[config.mk]
export PLATFORM = sky130hd
export DESIGN_NAME = lsharp_reg_sequencer_flat
export DESIGN_NICKNAME = d
export VERILOG_FILES = /design/src/rtl/lsharp_reg_sequencer_if.sv /design/src/rtl/lsharp_reg_sequencer.sv /design/src/flat_wrapper.sv
export SDC_FILE = /design/constraint.sdc
export NUM_CORES = 1
export LEC_CHECK = 0
export CAP_MARGIN = 20
export CORE_MARGIN = 10
export CORE_UTILIZATION = 60
export CTS_CLUSTER_SIZE = 25
export DETAILED_ROUTE_END_ITERATION = 8
export DONT_BUFFER_PORTS = 1
export PLACE_DENSITY = 0.85
export REMOVE_ABC_BUFFERS = 1
export SLEW_MARGIN = 20
export SYNTH_ARGS = -nofsm -noshare
export SYNTH_HDL_FRONTEND = slang
export SYNTH_SLANG_ARGS = --single-unit
[constraint.sdc]
create_clock -name clk -period 5.5 [get_ports clk]
set_input_delay 0.825 -clock clk [delete_from_list [all_inputs] [get_ports clk]]
set_output_delay 0.825 -clock clk [all_outputs]
set_load 0.05 [all_outputs]
[src/rtl/lsharp_reg_sequencer_if.sv]
// Request/response and register-file signals shared by the LSharp register-access sequencer.
// Command handshake: a command transfers on a clock edge where cmd_valid and cmd_ready are both 1; the requester holds cmd_* stable while cmd_valid=1 and cmd_ready=0.
interface lsharp_reg_sequencer_if;
    logic        fetch_req;
    logic        fetch_ack;
    logic [15:0] pc;
    logic        cmd_valid;
    logic        cmd_ready;
    logic [2:0]  cmd_op;
    logic [2:0]  cmd_dst;
    logic [2:0]  cmd_src;
    logic [15:0] cmd_imm;
    logic        done;
    logic        illegal;
    logic        busy;
    logic [7:0]  read8;
    logic [7:0]  write8;
    logic [7:0]  read16;
    logic [7:0]  write16;
    logic [7:0]  bus8;
    logic [15:0] bus16;
    logic [7:0]  rf_bus8;
    logic [15:0] rf_bus16;
    logic [2:0]  state_dbg;

    modport master (
        input  fetch_req, cmd_valid, cmd_op, cmd_dst, cmd_src, cmd_imm, rf_bus8, rf_bus16,
        output fetch_ack, pc, cmd_ready, done, illegal, busy,
               read8, write8, read16, write16, bus8, bus16, state_dbg
    );

    modport slave (
        output fetch_req, cmd_valid, cmd_op, cmd_dst, cmd_src, cmd_imm, rf_bus8, rf_bus16,
        input  fetch_ack, pc, cmd_ready, done, illegal, busy,
               read8, write8, read16, write16, bus8, bus16, state_dbg
    );
endinterface

[src/rtl/lsharp_reg_sequencer.sv]
// Shares the LSharp register file's single 8/16-bit ports between PC fetch and execute micro-ops,
// arbitrating round-robin in IDLE and sequencing the three-cycle SWAP8 internally.
module lsharp_reg_sequencer #(
    parameter int unsigned PC_INDEX  = 5,
    parameter logic [15:0] FETCH_INC = 16'd1
) (
    input  logic clk,
    input  logic reset,
    input  logic enable,
    lsharp_reg_sequencer_if.master seq
);
    typedef enum logic [2:0] {
        IDLE  = 3'd0,
        EXEC  = 3'd1,
        SWAP1 = 3'd2,
        SWAP2 = 3'd3,
        SWAP3 = 3'd4
    } state_t;

    localparam logic [2:0] OP_MOV8  = 3'd1;
    localparam logic [2:0] OP_LDI8  = 3'd2;
    localparam logic [2:0] OP_MOV16 = 3'd3;
    localparam logic [2:0] OP_LDI16 = 3'd4;
    localparam logic [2:0] OP_INC16 = 3'd5;
    localparam logic [2:0] OP_DEC16 = 3'd6;
    localparam logic [2:0] OP_SWAP8 = 3'd7;

    localparam logic [7:0] PC_STROBE = 8'(1 << PC_INDEX);

    state_t      state;
    logic        last_fetch;
    logic [7:0]  temp;
    logic [2:0]  op;
    logic [2:0]  dst;
    logic [2:0]  src;
    logic [15:0] imm;

    logic active;
    logic fetch_win;
    logic cmd_win;
    logic illegal16;

    function automatic logic [7:0] onehot(input logic [2:0] code);
        onehot = 8'd1 << code;
    endfunction

    // Reset gates the strobes in its own cycle so an aborted SWAP commits nothing further.
    assign active    = enable & ~reset;
    assign fetch_win = active && (state == IDLE) && seq.fetch_req && (!seq.cmd_valid || !last_fetch);
    assign cmd_win   = active && (state == IDLE) && seq.cmd_valid && !fetch_win;

    // Only codes 0-5 exist in the 16-bit space; check just the operands the op actually uses.
    assign illegal16 = ((op == OP_MOV16) && ((src[2:1] == 2'b11) || (dst[2:1] == 2'b11))) ||
                       (((op == OP_LDI16) || (op == OP_INC16) || (op == OP_DEC16)) &&
                        (dst[2:1] == 2'b11));

    always_ff @(posedge clk) begin
        if (reset) begin
            state      <= IDLE;
            last_fetch <= 1'b0;
            temp       <= 8'h00;
            op         <= 3'd0;
            dst        <= 3'd0;
            src        <= 3'd0;
            imm        <= 16'h0000;
        end else if (enable) begin
            case (state)
                IDLE: begin
                    if (fetch_win) begin
                        last_fetch <= 1'b1;
                    end else if (cmd_win) begin
                        last_fetch <= 1'b0;
                        op         <= seq.cmd_op;
                        dst        <= seq.cmd_dst;
                        src        <= seq.cmd_src;
                        imm        <= seq.cmd_imm;
                        state      <= (seq.cmd_op == OP_SWAP8) ? SWAP1 : EXEC;
                    end
                end
                EXEC:  state <= IDLE;
                SWAP1: begin
                    temp  <= seq.rf_bus8;
                    state <= SWAP2;
                end
                SWAP2: state <= SWAP3;
                SWAP3: state <= IDLE;
                default: state <= IDLE;
            endcase
        end
    end

    // Read strobes are kept apart from the data path, which consumes the read data they select.
    always_comb begin
        seq.read8  = 8'h00;
        seq.read16 = 8'h00;
        if (fetch_win) begin
            seq.read16 = PC_STROBE;
        end else if (active) begin
            case (state)
                EXEC: begin
                    case (op)
                        OP_MOV8:  seq.read8 = onehot(src);
                        OP_MOV16: if (!illegal16) seq.read16 = onehot(src);
                        OP_INC16,
                        OP_DEC16: if (!illegal16) seq.read16 = onehot(dst);
                        default: ;
                    endcase
                end
                SWAP1: seq.read8 = onehot(dst);
                SWAP2: seq.read8 = onehot(src);
                default: ;
            endcase
        end
    end

    always_comb begin
        seq.write8    = 8'h00;
        seq.write16   = 8'h00;
        seq.bus8      = 8'h00;
        seq.bus16     = 16'h0000;
        seq.pc        = 16'h0000;
        seq.fetch_ack = 1'b0;
        seq.done      = 1'b0;
        seq.illegal   = 1'b0;
        if (fetch_win) begin
            seq.write16   = PC_STROBE;
            seq.bus16     = seq.rf_bus16 + FETCH_INC;
            seq.pc        = seq.rf_bus16;
            seq.fetch_ack = 1'b1;
        end else if (active) begin
            case (state)
                EXEC: begin
                    seq.done    = 1'b1;
                    seq.illegal = illegal16;
                    case (op)
                        OP_MOV8: begin
                            seq.write8 = onehot(dst);
                            seq.bus8   = seq.rf_bus8;
                        end
                        OP_LDI8: begin
                            seq.write8 = onehot(dst);
                            seq.bus8   = imm[7:0];
                        end
                        OP_MOV16: if (!illegal16) begin
                            seq.write16 = onehot(dst);
                            seq.bus16   = seq.rf_bus16;
                        end
                        OP_LDI16: if (!illegal16) begin
                            seq.write16 = onehot(dst);
                            seq.bus16   = imm;
                        end
                        OP_INC16: if (!illegal16) begin
                            seq.write16 = onehot(dst);
                            seq.bus16   = seq.rf_bus16 + 16'd1;
                        end
                        OP_DEC16: if (!illegal16) begin
                            seq.write16 = onehot(dst);
                            seq.bus16   = seq.rf_bus16 - 16'd1;
                        end
                        default: ;
                    endcase
                end
                SWAP2: begin
                    seq.write8 = onehot(dst);
                    seq.bus8   = seq.rf_bus8;
                end
                SWAP3: begin
                    seq.write8 = onehot(src);
                    seq.bus8   = temp;
                    seq.done   = 1'b1;
                end
                default: ;
            endcase
        end
    end

    assign seq.cmd_ready = cmd_win;
    assign seq.busy      = (state != IDLE);
    assign seq.state_dbg = state;
endmodule

[src/flat_wrapper.sv]
// flat-port wrapper written by rule: the top's interface ports become plain ports
module lsharp_reg_sequencer_flat 
#(
    parameter int unsigned PC_INDEX  = 5,
    parameter logic [15:0] FETCH_INC = 16'd1
)
  (clk, reset, enable, seq_fetch_req, seq_cmd_valid, seq_cmd_op, seq_cmd_dst, seq_cmd_src, seq_cmd_imm, seq_rf_bus8, seq_rf_bus16, seq_fetch_ack, seq_pc, seq_cmd_ready, seq_done, seq_illegal, seq_busy, seq_read8, seq_write8, seq_read16, seq_write16, seq_bus8, seq_bus16, seq_state_dbg);
  lsharp_reg_sequencer_if seq_i ();
  input  logic clk;
  input  logic reset;
  input  logic enable;
  input wire logic [$bits(seq_i.fetch_req)-1:0] seq_fetch_req;
  input wire logic [$bits(seq_i.cmd_valid)-1:0] seq_cmd_valid;
  input wire logic [$bits(seq_i.cmd_op)-1:0] seq_cmd_op;
  input wire logic [$bits(seq_i.cmd_dst)-1:0] seq_cmd_dst;
  input wire logic [$bits(seq_i.cmd_src)-1:0] seq_cmd_src;
  input wire logic [$bits(seq_i.cmd_imm)-1:0] seq_cmd_imm;
  input wire logic [$bits(seq_i.rf_bus8)-1:0] seq_rf_bus8;
  input wire logic [$bits(seq_i.rf_bus16)-1:0] seq_rf_bus16;
  output wire logic [$bits(seq_i.fetch_ack)-1:0] seq_fetch_ack;
  output wire logic [$bits(seq_i.pc)-1:0] seq_pc;
  output wire logic [$bits(seq_i.cmd_ready)-1:0] seq_cmd_ready;
  output wire logic [$bits(seq_i.done)-1:0] seq_done;
  output wire logic [$bits(seq_i.illegal)-1:0] seq_illegal;
  output wire logic [$bits(seq_i.busy)-1:0] seq_busy;
  output wire logic [$bits(seq_i.read8)-1:0] seq_read8;
  output wire logic [$bits(seq_i.write8)-1:0] seq_write8;
  output wire logic [$bits(seq_i.read16)-1:0] seq_read16;
  output wire logic [$bits(seq_i.write16)-1:0] seq_write16;
  output wire logic [$bits(seq_i.bus8)-1:0] seq_bus8;
  output wire logic [$bits(seq_i.bus16)-1:0] seq_bus16;
  output wire logic [$bits(seq_i.state_dbg)-1:0] seq_state_dbg;
  assign seq_i.fetch_req = seq_fetch_req;
  assign seq_i.cmd_valid = seq_cmd_valid;
  assign seq_i.cmd_op = seq_cmd_op;
  assign seq_i.cmd_dst = seq_cmd_dst;
  assign seq_i.cmd_src = seq_cmd_src;
  assign seq_i.cmd_imm = seq_cmd_imm;
  assign seq_i.rf_bus8 = seq_rf_bus8;
  assign seq_i.rf_bus16 = seq_rf_bus16;
  assign seq_fetch_ack = seq_i.fetch_ack;
  assign seq_pc = seq_i.pc;
  assign seq_cmd_ready = seq_i.cmd_ready;
  assign seq_done = seq_i.done;
  assign seq_illegal = seq_i.illegal;
  assign seq_busy = seq_i.busy;
  assign seq_read8 = seq_i.read8;
  assign seq_write8 = seq_i.write8;
  assign seq_read16 = seq_i.read16;
  assign seq_write16 = seq_i.write16;
  assign seq_bus8 = seq_i.bus8;
  assign seq_bus16 = seq_i.bus16;
  assign seq_state_dbg = seq_i.state_dbg;
  lsharp_reg_sequencer #(.PC_INDEX(PC_INDEX), .FETCH_INC(FETCH_INC)) u_core (.clk(clk), .reset(reset), .enable(enable), .seq(seq_i));
endmodule
==> flow_summary.yaml, run 1 <==
critical_path:
  crit_family: "simple AND/OR/NAND/NOR gates"
  worst-setup-path-type: "flip-flop to output pin"
  critical_path_required_ns: 4.68
  crit_path_cells: "nor2b_1 > nor4b_2 > or2_2 > a22oi_1 > nor2_1"
  setup.worst_path.start_class: "flip-flop"
  end_kind: "output pin"
  worst_path_largest_cell_delay_ns: 0.87
  crit_slowest_cell: "sky130_fd_sc_hd__dfxtp_1"
  critical_path_peak_fanout: 14
  r2r_setup_slack_ns: 2.83
  worstPathBufferInverterCount: 0
  crit_arrival_ns: 3.54
clocking:
  h_tree_level_count: 2
  numCtsBuffers: 5
  clock_root_buffer: "sky130_fd_sc_hd__clkbuf_8"
  cts_tree: "yes"
  ctsHoldBuffers: 0
  cts.reportedPaths.clkPinSlew_ns: 0.08
  worst_skew_pair.late_latency_ns: 0.29
  cts.sinks: 37
  post-cts-setup-buffers: 0
  postCtsResizedCells: 0
  largest_buffer_count_on_any_clock_path: 2
power_and_ir_drop:
  power.density_nw_per_um2: 166
  leakage_nw: 1.32
  ir_worst_vdd_v: 0.000134
sta:
  timing.final.setup_violations: 0
  final_critical_path_time_including_i_o_delays_and_setup_ns: 4.37
  setup_total_negative_slack_ns: 0
  rsz0062_at_grt: "false"
  fin_worst_skew_ns: 0.00499
  hold_violations: 0
  slew_of_the_pin_with_the_lowest_slew_margin_ns: 1.17
  slew_viol_final: 0
  final.hold.worst_slack_ns: 0.455
  fmaxAchievable_ghz: 0.229
  max_slew_margin: 0.219
  final.period_utilization: 0.794
finish:
  register_area_um2: 741
  layout-area-overhead-vs-synth_pct: 2.35
  layout_commonest_cell: "sky130_fd_sc_hd__nor2_1"
  nNetsFinal: 526
  antenna_cells: 0
  most-common-layout-cells: "76 x sky130_fd_sc_hd__nor2_1, 37 x sky130_fd_sc_hd__dfxtp_1, 36 x sky130_fd_sc_hd__nand2_1, 27 x sky130_fd_sc_hd__mux2i_1, 25 x sky130_fd_sc_hd__a21oi_1"
  fillers: 489
  multiInputGateArea_um2: 2510
  drive_above_1_share: 0.0807
route:
  vias: 3731
  ant_nets: 0
  routed_wl_mm: 11.8
  route.detailed.drc: 0
  route.detailed.vias_per_inst: 6.87
  detail_route.wl_per_cell_um: 21.7
  detail_route.iter0.violations: 438
  detailedRoute.firstPassIterationCount: 5
grt:
  number_of_antenna_violations_at_the_first_check_in_global_routing: 0
  grt_overflow_total: 0
  grt_max_degree: 42
  wire_length_of_the_first_global_routing_pass_mm: 18.2
  grt_pass1_vias: 3632
  global_route.usage.total: 0.244
yosys:
  yosysWarningCount: 0
  flip_flop_and_latch_count_after_synthesis: 37
  synth.lib_cells_used.distinct: 67
  syn_area_per_cell_um2: 7.06
  ys_async_sr_fraction: 0
  yosysTopAreaCellShare: 0.211
  yosysSeqAreaShare: 0.211
  synth_enable_flop_cells: 0
  synth-main-ff-cell: "sky130_fd_sc_hd__dfxtp_1"
  biggest_area_contributors_in_the_synthesized_netlist: "sky130_fd_sc_hd__dfxtp_1 21%, sky130_fd_sc_hd__nor2_1 8.1%, sky130_fd_sc_hd__mux2i_1 7.7%, sky130_fd_sc_hd__a22oi_1 5.1%, sky130_fd_sc_hd__nand2_1 3.9%"
  synthCells: 497
  synthesis.area_um2: 3510
  yosys.area.top_type: "sky130_fd_sc_hd__dfxtp_1"
floorplanning:
  boundary_pins: 134
  dieArea_um2: 9310
  placeableCoreArea_um2: 5570
  core.rowCount: 27
  fp.dieH_um: 96.5
  chip_width_um: 96.5
  starting_density: 0.629
placed_design:
  estimated_wirelength_of_the_detail_placed_design_mm: 8.90
  finalWeightedCongestion: 0.958
  numPortBuffers: 0
min_path:
  worstHoldPathType: "flip-flop to flip-flop"
job:
  max-cap-violations: 0
status:
  run_status: "finished, final reports clean"
[path summary, 6_finish.rpt]
check | from | endpoint | cells past startpoint
worst max-delay path | u_core.seq.state_dbg[0] | seq_write8[6] | 5
worst min-delay path | u_core.temp[1] | u_core.temp[1] | 2
worst max register to register | u_core.seq.state_dbg[1] | u_core.temp[4] | 5
worst min register to register | u_core.temp[1] | u_core.temp[1] | 2
[synth_stat cells (all sizes together), types with 6 or more instances]
cell and count:
a21oi 26, a222oi 11, a22oi 24, and2 18, and3b 6, buf 14, clkbuf 38, dfxtp 37
inv 14, mux2i 27, nand2 36, nand3 16, nor2 76, nor2b 8, nor3 14, nor3b 9
o21ai 17, o22ai 10, or3 9, xnor2 13, xor2 7
[logic make-up after synthesis]
kind of cell / after synthesis / share of synthesized area
AO/OA/AOI/OAI: 122 / 0.243
XOR/XNOR: 20 / 0.0499
adder cells (fa/ha/maj): 2 / 0.00713
buffers and inverters: 66 / 0.0892
flip-flops: 37 / 0.211
multiplexers: 27 / 0.0770
other: 1 / 0.00107
AND/OR/NAND/NOR: 222 / 0.321
[report_power, final]
group / leakage, nW / switching (mW) / total [mW] / internal (mW)
Clock: 0.0439 / 0.105 / 0.192 / 0.0875
Combinational: 0.981 / 0.0828 / 0.118 / 0.0353
Sequential: 0.299 / 0.0127 / 0.286 / 0.274
[per-stage QoR]
stage | total power [mW] | setup slack, ns | utilization | instance area (um^2) | std cells
2_1_floorplan | 0.387 | 1.17 | - | 3260 | 448
3_3_place_gp | 0.407 | 1.49 | 0.627 | 3490 | 534
3_5_place_dp | 0.409 | 1.41 | 0.628 | 3500 | 535
4_1_cts | 0.595 | 1.14 | 0.644 | 3590 | 543
5_1_grt | 0.615 | 0.889 | 0.644 | 3590 | 543
6_report | 0.597 | 1.13 | 0.644 | 3590 | 543
[layout make-up]
type	instances	share of cell area
inverter	14	0.0146
tap	72	0.0251
sequential	37	0.206
clock buffer	5	0.0192
clock inverter	3	0.00488
timing repair buffer	15	0.0314
multi-input combinational	397	0.699
[state kept, by name (all words and copies together) (netlist names)]
register,flops
u_core.op,3
u_core.imm,16
u_core.dst,3
u_core.seq.state_dbg,3
u_core.last_fetch,1
u_core.temp,8
u_core.src,3
[routing by layer]
metal	track usage	wire length [um]	vias to the layer above
li1	-	-	1727
met1	0.288	4320	1686
met2	0.400	5440	287
met3	0.0887	1790	31
met4	0.0823	221	0
met5	0	0	-
[worst register-to-register path: stages (launching register included)]
cell and delay, ns:
sky130_fd_sc_hd__dfxtp_1 0.89, sky130_fd_sc_hd__inv_1 0.21, sky130_fd_sc_hd__nor3_1 0.82, sky130_fd_sc_hd__nand2_1 0.41, sky130_fd_sc_hd__nand2_1 0.17, sky130_fd_sc_hd__a21oi_1 0.07
Power figures use the tool's default switching activity.
==> run 2: changes to the inputs <==
- clock period: 5.5 -> 4.2 ns (I/O delays scaled with it)
==> run 2 against run 1 <==
Worst hold slack lost 0.054 ns. Power grew 33%. Count of clock-buffer cells in the layout is the same. Cell count grew 10%. Clock power grew 31%. Clock skew shrank 0.0027 ns. Cell area grew 12%. Wire length grew 4.4%. Sequential power grew 29%. Global-route usage grew 0.64 points. Critical path type unchanged. Via count grew 8.0%. Worst setup slack lost 0.46 ns.
==> flow_summary.yaml, run 2 (synthesized netlist as in run 1, its figures left out) <==
status:
  run_status: "finished, final reports clean"
critical_path:
  setup.worst_path.start_class: "flip-flop"
  crit_arrival_ns: 2.90
  crit_path_cells: "and3b_1 > a21oi_1 > or3_1 > a2111oi_0 > a211o_1"
  worst_path_largest_cell_delay_ns: 0.62
  critical_path_peak_fanout: 19
  critical_path_required_ns: 3.57
  end_kind: "output pin"
  crit_slowest_cell: "sky130_fd_sc_hd__dfxtp_1"
  worst-setup-path-type: "flip-flop to output pin"
grt:
  grt_max_degree: 42
  number_of_antenna_violations_at_the_first_check_in_global_routing: 0
  grt_overflow_total: 0
  global_route.usage.total: 0.250
  wire_length_of_the_first_global_routing_pass_mm: 18.9
  grt_pass1_vias: 3743
placed_design:
  placed_area_um2: 3930
  numPortBuffers: 0
  estimated_wirelength_of_the_detail_placed_design_mm: 9.22
  finalWeightedCongestion: 0.990
clocking:
  post-cts-setup-buffers: 0
  cts.sinks: 37
  numCtsBuffers: 5
  worst_skew_pair.late_latency_ns: 0.29
  h_tree_level_count: 2
  postCtsResizedCells: 0
  cts_tree: "yes"
  clock_root_buffer: "sky130_fd_sc_hd__clkbuf_8"
  cts.reportedPaths.clkPinSlew_ns: 0.08
  largest_buffer_count_on_any_clock_path: 2
  ctsHoldBuffers: 0
sta:
  slew_viol_final: 0
  slew_of_the_pin_with_the_lowest_slew_margin_ns: 0.970
  final_critical_path_time_including_i_o_delays_and_setup_ns: 3.53
  rsz0062_at_grt: "false"
  hold_violations: 0
  final.period_utilization: 0.840
  max_slew_margin: 0.348
  setup_total_negative_slack_ns: 0
  timing.final.setup_violations: 0
  fin_worst_skew_ns: 0.00230
  fmaxAchievable_ghz: 0.283
floorplanning:
  starting_density: 0.629
  boundary_pins: 134
  dieArea_um2: 9310
  placeableCoreArea_um2: 5570
  chip_width_um: 96.5
  core.rowCount: 27
  fp.dieH_um: 96.5
finish:
  largest_registers: "u_core.imm (16), u_core.temp (8)"
  largest-register: "u_core.imm"
  largest_register_ffs: 16
  nNetsFinal: 583
  post-route-util: 0.720
  most-common-layout-cells: "76 x sky130_fd_sc_hd__nor2_1, 72 x sky130_fd_sc_hd__buf_4, 37 x sky130_fd_sc_hd__dfxtp_1, 36 x sky130_fd_sc_hd__nand2_1, 27 x sky130_fd_sc_hd__mux2i_1"
  fillers: 462
  layout_commonest_cell: "sky130_fd_sc_hd__nor2_1"
  antenna_cells: 0
  postLayoutCellArea_um2: 4020
  drive_above_1_share: 0.178
  layout-area-overhead-vs-synth_pct: 14.4
min_path:
  worstHoldPathType: "input port to flip-flop"
route:
  ant_nets: 0
  detail_route.iter0.violations: 461
  route.detailed.vias_per_inst: 6.72
  detail_route.wl_per_cell_um: 20.5
  route.detailed.drc: 0
  detailedRoute.firstPassIterationCount: 5
  routed_wl_mm: 12.3
  vias: 4031
power_and_ir_drop:
  power.density_nw_per_um2: 197
  ir_worst_vdd_v: 0.000185
  leakage_nw: 1.63
  total_power_uw: 792
job:
  max-cap-violations: 0
-- run 2: routing by layer --
metal / GRT usage / wire (um) / vias up
li1: - / - / 1841
met1: 0.303 / 4510 / 1841
met2: 0.408 / 5700 / 322
met3: 0.0833 / 1850 / 27
met4: 0.0811 / 226 / 0
met5: 0 / 0 / -
-- run 2: worst paths after layout --
path,from,end,slack [ns],cells past startpoint
setup reg to reg,u_core.seq.state_dbg[1],u_core.temp[2],1.89,6
hold reg to reg,u_core.temp[5],u_core.temp[5],0.46,2
hold / removal,reset,u_core.dst[1],0.40,1
setup / recovery,u_core.op[0],seq_bus16[6],0.67,5
-- run 2: metrics by stage --
step / hold slack (ns) / cells / setup slack (ns)
final: 0.401 / 600 / 0.672
after global routing: 0.390 / 600 / 0.435
after CTS: 0.398 / 600 / 0.714
after detailed placement: 0.441 / 592 / 0.866
after global placement: 0.435 / 592 / 0.886
after floorplan: 0.430 / 448 / 0.262
-- run 2: layout make-up --
cell class	instances	area, um^2	area share
clock buffer	5	68.8	0.0171
timing repair buffer	72	541	0.135
clock inverter	3	17.5	0.00436
tap	72	90.1	0.0224
inverter	14	52.6	0.0131
sequential	37	741	0.184
multi-input combinational	397	2500	0.624
-- run 2: critical path, delay by kind of cell (launching register included) --
| family | cells | cell delay [ns] |
|---|---|---|
| and+or+nand+nor | 2 | 0.98 |
| AOI/OAI and AO/OA | 3 | 1.01 |
| DFF | 1 | 0.62 |
-- run 2: where the power goes --
group          internal [mW]  switching [mW]  total (mW)
combinational         0.0537           0.116       0.170
clock                  0.115           0.137       0.252
sequential             0.359          0.0114       0.370
total                  0.527           0.265       0.792
==> run 3: changes to the inputs <==
- clock period: 4.2 -> 3.67 ns (I/O delays scaled with it)
==> run 3 against run 2 <==
Combinational power is 20% higher. Wire length is 3.2% higher. Power is 16% higher. Cell area is 5.4% higher. Flip-flop and latch count stayed put. Critical path type unchanged. Critical endpoint is now seq_write8[5]. Die area stayed put. Core utilization is 3.9 points higher.
==> flow_summary.yaml, run 3 (synthesized netlist as in run 1, its figures left out) <==
status:
  run_status: "finished, final reports clean"
grt:
  wire_length_of_the_first_global_routing_pass_mm: 19.6
  global_route.usage.total: 0.260
  grt_max_degree: 42
  number_of_antenna_violations_at_the_first_check_in_global_routing: 0
  grt_overflow_total: 0
  grt_pass1_vias: 3917
sta:
  timing.final.setup_violations: 0
  fmaxAchievable_ghz: 0.315
  final_critical_path_time_including_i_o_delays_and_setup_ns: 3.18
  slew_of_the_pin_with_the_lowest_slew_margin_ns: 0.983
  final.period_utilization: 0.866
  fin_worst_skew_ns: 0.00554
  slew_viol_final: 0
  setup_total_negative_slack_ns: 0
  hold_violations: 0
  max_slew_margin: 0.340
  rsz0062_at_grt: "false"
clocking:
  ctsHoldBuffers: 0
  postCtsResizedCells: 0
  numCtsBuffers: 5
  largest_buffer_count_on_any_clock_path: 2
  cts.reportedPaths.clkPinSlew_ns: 0.08
  cts.sinks: 37
  worst_skew_pair.late_latency_ns: 0.29
  cts_tree: "yes"
  post-cts-setup-buffers: 0
  clock_root_buffer: "sky130_fd_sc_hd__clkbuf_8"
  h_tree_level_count: 2
critical_path:
  crit_slowest_cell: "sky130_fd_sc_hd__o21a_1"
  r2r_cells: 6
  setup.worst_path.start_class: "flip-flop"
  crit_family: "simple AND/OR/NAND/NOR gates"
  critical_path_peak_fanout: 17
  critical_path_required_ns: 3.12
  crit_path_cells: "buf_4 > nor2b_1 > o21a_1 > or2_2 > a22oi_1 > nor2_1 > buf_4"
  end_kind: "output pin"
  crit-reg2reg-launch: "u_core.seq.state_dbg[1]"
  r2r_setup_slack_ns: 1.34
  worst_r2r_endpoint: "u_core.temp[0]"
  worstPathBufferInverterCount: 2
  worst_path_largest_cell_delay_ns: 0.58
  crit_arrival_ns: 2.63
  critical-path-top-cell-by-count: "sky130_fd_sc_hd__buf_4"
  worst-setup-path-type: "flip-flop to output pin"
finish:
  most-common-layout-cells: "76 x sky130_fd_sc_hd__nor2_1, 74 x sky130_fd_sc_hd__buf_4, 37 x sky130_fd_sc_hd__dfxtp_1, 36 x sky130_fd_sc_hd__nand2_1, 27 x sky130_fd_sc_hd__mux2i_1"
  nNetsFinal: 595
  layout_commonest_cell: "sky130_fd_sc_hd__nor2_1"
  largest_register_ffs: 16
  post-route-util: 0.759
  largest_registers: "u_core.imm (16), u_core.temp (8)"
  fillers: 425
  largest-register: "u_core.imm"
  layout-area-overhead-vs-synth_pct: 20.6
  antenna_cells: 0
  drive_above_1_share: 0.196
min_path:
  start_point_of_the_worst_min_delay_path: "reset"
  worstHoldPathType: "input port to flip-flop"
  min_to: "u_core.dst[0]"
  hold_path_depth: 1
floorplanning:
  fp.dieH_um: 96.5
  placeableCoreArea_um2: 5570
  starting_density: 0.629
  boundary_pins: 134
  dieArea_um2: 9310
  core.rowCount: 27
  chip_width_um: 96.5
job:
  max-cap-violations: 0
route:
  routed_wl_mm: 12.7
  detail_route.iter0.violations: 501
  detail_route.wl_per_cell_um: 20.7
  vias: 4062
  detailedRoute.firstPassIterationCount: 8
  route.detailed.vias_per_inst: 6.64
  route.detailed.drc: 0
  ant_nets: 0
placed_design:
  finalWeightedCongestion: 0.998
  numPortBuffers: 0
  estimated_wirelength_of_the_detail_placed_design_mm: 9.68
power_and_ir_drop:
  ir_worst_vdd_v: 0.000197
  leakage_nw: 1.72
  power.density_nw_per_um2: 217
==> run 3: layout make-up <==
type	count	area, um^2	share of cell area
multi-input cells	397	2500	0.592
repair buffers	84	756	0.179
flip-flops and latches	37	741	0.175
well taps	72	90.1	0.0213
clock buffers	5	68.8	0.0163
inverters	14	52.6	0.0124
clock inverters	3	17.5	0.00414
==> run 3: report_power, final <==
group,internal (mW),total [mW],switching [mW],leakage [nW]
logic,0.0699,0.204,0.134,1.38
registers,0.410,0.425,0.0142,0.299
clock network,0.131,0.289,0.157,0.0439
==> run 3: through the flow <==
stage	cells	power [mW]	hold WS [ns]	instance area, um^2	setup WS, ns
2_1_floorplan	448	0.580	0.430	3260	-0.109
3_3_place_gp	603	0.629	0.435	4140	0.672
3_5_place_dp	604	0.635	0.444	4140	0.630
4_1_cts	612	0.915	0.324	4230	0.531
5_1_grt	612	0.948	0.317	4230	0.365
6_report	612	0.917	0.321	4230	0.492
==> run 3: worst reg2reg max path: stages (launching register included) <==
cell	delay, ns
sky130_fd_sc_hd__dfxtp_1	0.35
sky130_fd_sc_hd__buf_4	0.27
sky130_fd_sc_hd__inv_1	0.12
sky130_fd_sc_hd__nor3_1	0.80
sky130_fd_sc_hd__nand2_1	0.42
sky130_fd_sc_hd__nand2_1	0.17
sky130_fd_sc_hd__a21oi_1	0.08
==> run 3: worst max path at each step <==
stage,slack (ns),depth (start not counted),start,end
floorplan,-0.11,3,seq_fetch_req,seq_cmd_ready
global placement,0.67,8,seq_rf_bus16[0],seq_bus16[14]
detailed placement,0.63,6,seq_rf_bus16[11],seq_bus16[15]
CTS,0.53,7,u_core.seq.state_dbg[0],seq_write8[7]
global route,0.36,7,u_core.seq.state_dbg[0],seq_write8[7]
finish,0.49,7,u_core.seq.state_dbg[0],seq_write8[5]
==> run 3: per-layer routing <==
layer | vias to the layer above | GRT usage | part of all wire
met5 | - | 0 | 0
met4 | 0 | 0.0908 | 0.027
met3 | 40 | 0.112 | 0.15
met2 | 330 | 0.424 | 0.47
met1 | 1826 | 0.297 | 0.35
li1 | 1866 | - | -
